[src/rtl/instruction_fetch_unit.sv]
// Instruction fetch unit: owns the architectural PC, fetches instruction words
// over a variable-latency req/ready handshake and presents them to IDU_top.
// Optional build macro IFU_TIMEOUT_EN enables the fetch watchdog; without it
// REQ waits indefinitely and fetch_timeout is tied low.
module instruction_fetch_unit #(
  parameter logic [31:0] RESET_PC  = 32'h0000_0000,
  parameter logic [31:0] NOP_INSTR = 32'h0000_0013
`ifdef IFU_TIMEOUT_EN
  , parameter int unsigned TIMEOUT_CYCLES = 16
`endif
) (
  input  logic        soc_clk,
  input  logic        IFU_reset_n,
  input  logic [1:0]  stage_counter,
  input  logic [1:0]  next_pc_sel,
  input  logic [31:0] pc_increment,
  input  logic [31:0] jump_target,
  output logic        imem_req,
  output logic [31:0] imem_addr,
  input  logic        imem_ready,
  input  logic [31:0] imem_rdata,
  output logic [31:0] instruction,
  output logic [31:0] pc,
  output logic        fetch_stall,
  output logic        misaligned_fetch,
  output logic        fetch_timeout
);

  typedef enum logic [1:0] {
    ST_REQ   = 2'd0,
    ST_HOLD  = 2'd1,
    ST_FAULT = 2'd2
  } state_t;

  state_t      state;
  state_t      state_next;
  logic [31:0] next_pc_c;
  logic        next_aligned_c;
  logic        pc_upd_c;
  logic        handshake_c;
  logic        expire_c;

  // Candidate next PC; CU asserts stage 3 only once the instruction is latched
  always_comb begin
    next_pc_c = pc;
    case (next_pc_sel)
      2'b00:   next_pc_c = pc + 32'd4;
      2'b01:   next_pc_c = pc + pc_increment;
      2'b10:   next_pc_c = jump_target & 32'hFFFF_FFFE;
      default: next_pc_c = pc;
    endcase
    next_aligned_c = (next_pc_c[1:0] == 2'b00);
    pc_upd_c       = (state != ST_REQ) && (stage_counter == 2'd3);
    handshake_c    = (state == ST_REQ) && imem_ready;
  end

`ifdef IFU_TIMEOUT_EN
  localparam int unsigned CNT_W = $clog2(TIMEOUT_CYCLES + 1);

  logic [CNT_W-1:0] wait_cnt;

  // A handshake on the expiry cycle wins, hence the !imem_ready term
  assign expire_c = (state == ST_REQ) && !imem_ready &&
                    (wait_cnt == CNT_W'(TIMEOUT_CYCLES - 1));

  // Wait-cycle counter; zero whenever not accumulating, so entry to REQ sees 0
  always_ff @(posedge soc_clk) begin
    if (!IFU_reset_n) begin
      wait_cnt <= '0;
    end else if ((state == ST_REQ) && !imem_ready && !expire_c) begin
      wait_cnt <= wait_cnt + CNT_W'(1);
    end else begin
      wait_cnt <= '0;
    end
  end

  // Sticky timeout flag, cleared by the next successful handshake
  always_ff @(posedge soc_clk) begin
    if (!IFU_reset_n) begin
      fetch_timeout <= 1'b0;
    end else if (handshake_c) begin
      fetch_timeout <= 1'b0;
    end else if (expire_c) begin
      fetch_timeout <= 1'b1;
    end
  end
`else
  assign expire_c      = 1'b0;
  assign fetch_timeout = 1'b0;
`endif

  // State register
  always_ff @(posedge soc_clk) begin
    if (!IFU_reset_n) begin
      state <= ST_REQ;
    end else begin
      state <= state_next;
    end
  end

  // Next-state logic
  always_comb begin
    state_next = state;
    case (state)
      ST_REQ: begin
        if (handshake_c || expire_c) begin
          state_next = ST_HOLD;
        end
      end
      ST_HOLD, ST_FAULT: begin
        if (pc_upd_c) begin
          state_next = next_aligned_c ? ST_REQ : ST_FAULT;
        end
      end
      default: state_next = ST_REQ;
    endcase
  end

  // Outputs decoded from registered state and the PC register only
  always_comb begin
    imem_req    = (state == ST_REQ);
    fetch_stall = (state == ST_REQ);
    imem_addr   = pc;
  end

  // PC, instruction and misaligned-fetch registers
  always_ff @(posedge soc_clk) begin
    if (!IFU_reset_n) begin
      pc               <= RESET_PC;
      instruction      <= NOP_INSTR;
      misaligned_fetch <= 1'b0;
    end else begin
      if (handshake_c) begin
        instruction <= imem_rdata;
      end else if (expire_c) begin
        instruction <= NOP_INSTR;
      end
      if (pc_upd_c) begin
        pc <= next_pc_c;
        if (next_aligned_c) begin
          misaligned_fetch <= 1'b0;
        end else begin
          misaligned_fetch <= 1'b1;
          instruction      <= NOP_INSTR;
        end
      end
    end
  end

endmodule

[config.mk]
export PLATFORM = sky130hd
export DESIGN_NAME = instruction_fetch_unit
export DESIGN_NICKNAME = d
export VERILOG_FILES = /design/src/rtl/instruction_fetch_unit.sv
export SDC_FILE = /design/constraint.sdc
export NUM_CORES = 1
export LEC_CHECK = 0
export CAP_MARGIN = 20
export CORE_UTILIZATION = 49
export DETAILED_ROUTE_END_ITERATION = 8
export MAX_ROUTING_LAYER = met4
export PLACE_DENSITY_LB_ADDON = 0.1
export SLEW_MARGIN = 20
export SYNTH_ARGS = -nofsm -noshare
export SYNTH_HDL_FRONTEND = slang
export SYNTH_SLANG_ARGS = --single-unit
[constraint.sdc]
create_clock -name soc_clk -period 7.55 [get_ports soc_clk]
set_input_delay 1.8875 -clock soc_clk [delete_from_list [all_inputs] [get_ports soc_clk]]
set_output_delay 1.8875 -clock soc_clk [all_outputs]
set_load 0.02 [all_outputs]
==> reports/metrics.csv <==
stage,metric,value,unit
routing,drcViolationCount,0,
synth,synthFlopType,dfxtp_1,
synth,synth-seq-cells,67,
clocking,cts.sinks,67,
synth,synth.distinct_cells,80,
timing,fin_crit_sh,66.9,%
timing,fmax,198,MHz
worst_setup_path,crit_fanout,46,
clocking,cts_resized,0,
floorplan,core_area,10900,sq um
grt,antenna_found_initial,0,
timing,worst_slack,2500,ps
placed_design,io_buffers,200,
grt,grt_pass1_wl,28.4,mm
power_and_ir_drop,power.density,151,nW/um^2
finish,antenna-diode-count,0,
floorplan,io_pins,203,
timing,rsz0062_at_grt,false,
min_path,hold_class,reg2reg,
worst_setup_path,timing.critical_path.mode_cell,nand2_1,
synth,yosys_warnings,0,
routing,drt_wl_total,18.7,mm
worst_setup_path,path_cells,clkdlybuf4s50_1 -> buf_4 -> inv_1 -> nand2_2 -> a31oi_1 -> nand3_1 -> nand2_1 -> nand2_1 -> a21oi_1,
clocking,root_buffer,clkbuf_16,
timing,min_period,5050,ps
min_path,worstHoldPathCells,2,
outcome,outcome,"complete, no violations",
finish,syn2layout_area_growth,38.8,%
timing,slew_violations,0,
clocking,cts.hold.buffers_added,0,
floorplan,num_rows,38,
floorplan,start_util,50.7,%
grt,groute.usage.overall,32.0,%
timing,finalSetupViolCount,0,
synth,async_reset_ff_share,0,%
synth,yosys.area.top_type_share,24.2,%
synth,synth_nets,871,
worst_setup_path,slowest_delay,860,ps
worst_setup_path,start_kind,primary input,
synth,yosys.area.top_type,dfxtp_1,
worst_setup_path,slowest_stage,nand2_1,
clocking,htreeDepth,3,
worst_setup_path,cp_num_buf_inv,3,
worst_setup_path,worstSetupPathType,in2reg,
worst_setup_path,ff2ff_path_depth,9,
clocking,ctsLongestPathBuffers,2,
routing,via_per_inst,6.06,
synth,synth_area_leaders,"dfxtp_1, nand2_1, ha_1",
routing,via_count,6206,
timing,fin_worst_skew,8.94,ps
grt,overflow,0,
clocking,cts_tree,yes,
timing,max_slew_margin,28.0,%
synth,syn_area_per_cell,7.57,sq um
placed_design,dp_hpwl,13.3,mm
placed_design,gp_congestion,0.982,
power_and_ir_drop,ir_worst_vdd,124,uV
synth,synth_seq_area_share,24.2,%
worst_setup_path,crit_path_end_kind,flop,
synth,synth_area,5550,sq um
timing,worst_pin_slew,1080,ps
power_and_ir_drop,p_leak,3.02,nW
grt,first_global_vias,5726,
worst_setup_path,crit_required,7730,ps
synth,netlist_instances,733,
floorplan,die_y,108,um
synth,synth-edff-count,0,
clocking,clkLatencyLatePin,350,ps
routing,wl_per_cell,18.3,um
floorplan,die-area,11800,sq um
routing,ant_nets,0,
worst_setup_path,cp.depth,9,
finish,layout-drive-gt1-share,7.01,%
flow_run,drv_cap,0,
worst_setup_path,critPathTopFamily,simple AND/OR/NAND/NOR gates,
power_and_ir_drop,power.total,1.16,mW
timing,hold_viol,0,
floorplan,die_w,108,um
timing,setup-tns-final,0,ps
placed_design,dp_slack,2050,ps
routing,drt_pass1_iterations,5,
clocking,cts_setup_buffers,0,
finish,utilization,70.4,%
clocking,clkTransAtPathRegs,60,ps
routing,initialDrtViolationCount,521,
grt,grt_max_degree,47,
worst_setup_path,worstPathArrival,5220,ps
finish,finalNetCount,1017,
clocking,numCtsBuffers,9,
==> synth_stat cells (all sizes together), types with 12 or more instances <==
| cell type | n |
|---|---|
| a211oi | 12 |
| a21oi | 83 |
| a31oi | 15 |
| buf | 42 |
| clkbuf | 28 |
| dfxtp | 67 |
| ha | 34 |
| inv | 12 |
| nand2 | 117 |
| nand3 | 29 |
| nor2 | 45 |
| o21ai | 58 |
| o22ai | 12 |
| xnor2 | 19 |
| xor2 | 20 |
==> state kept, by name (all words and copies together), names as in the netlist <==
signal            count
imem_addr            32
instruction          32
misaligned_fetch      1
state                 2
==> final timing paths <==
check                   from               to  slack [ps]
max           next_pc_sel[1]  instruction[22]        2500
min          instruction[28]  instruction[28]         460
max reg2reg         state[0]    imem_addr[31]        4370
min reg2reg  instruction[28]  instruction[28]         460
==> power breakdown <==
| group | switching (mW) | leakage, nW | total, mW | internal [mW] |
|---|---|---|---|---|
| registers | 0.0179 | 0.547 | 0.389 | 0.371 |
| clock network | 0.189 | 0.159 | 0.484 | 0.295 |
| logic | 0.152 | 2.31 | 0.290 | 0.138 |
==> per-layer routing <==
metal  vias to the layer above  part of all wire, %  global-route usage, %
li1                       2928                    -                      -
met1                      2897                   42                   39.9
met2                       322                   47                   50.9
met3                        59                  7.1                   3.98
met4                         0                  3.7                   15.6
met5                         -                    0                      -
==> stage by stage <==
stage | hold slack, ps | cell area (sq um) | instances
2_1_floorplan | 505 | 5550 | 733
3_3_place_gp | 442 | 7360 | 1007
3_5_place_dp | 447 | 7360 | 1007
4_1_cts | 459 | 7690 | 1023
5_1_grt | 479 | 7700 | 1024
6_report | 458 | 7700 | 1024
==> cell usage in the layout, fill, tap and decap left out, drive strengths merged, types with 3 or more instances in the layout <==
cell | synthesis | layout
o21bai | 6 | 6
a31oi | 15 | 15
xnor2 | 19 | 19
nand3 | 29 | 29
and3 | 6 | 6
nor2b | 6 | 6
xor2 | 20 | 20
nand2 | 117 | 117
inv | 12 | 16
nor4 | 5 | 5
nor3 | 10 | 10
a21boi | 3 | 3
o211a | 6 | 6
nor3b | 4 | 4
and2 | 6 | 6
o22ai | 12 | 12
o211ai | 7 | 7
and4 | 5 | 5
o21ai | 58 | 58
a21oi | 83 | 83
nor2 | 45 | 45
dfxtp | 67 | 67
clkbuf | 28 | 9
clkdlybuf4s50 | 0 | 199
nand4 | 10 | 10
mux2i | 6 | 6
a21o | 10 | 10
nand3b | 3 | 3
a211oi | 12 | 12
a22oi | 6 | 6
ha | 34 | 34
a221oi | 3 | 3
o221ai | 5 | 5
nand2b | 3 | 3
buf | 42 | 6
==> final cells by class <==
cell class                      count  area, sq um
Clock inverter                      7          105
Fill cell                         920         3240
Timing Repair Buffer              205         2040
Clock buffer                        9          225
Multi-Input combinational cell    584         3770
Sequential cell                    67         1340
Inverter                           12         45.0
Tap cell                          140          175
==> worst reg2reg max path: stages, from the launching register on <==
cell	delay, ps
dfxtp_1	360
inv_1	50
ha_1	240
inv_1	90
nand3_1	540
a21oi_4	1070
o21ai_0	320
nor3_1	260
mux2i_1	100
o21ai_1	80
==> kinds of logic after synthesis <==
logic type	Yosys count	share of synthesized area, %
fa+ha+maj	35	8.03
buf+inv	82	8.18
flops	67	24.2
xor+xnor	39	6.16
simple gates	252	22.4
other cells	1	0.0676
mux	6	1.08
compound gates	251	29.9
Note: power is estimated with default switching activity, not from simulation.
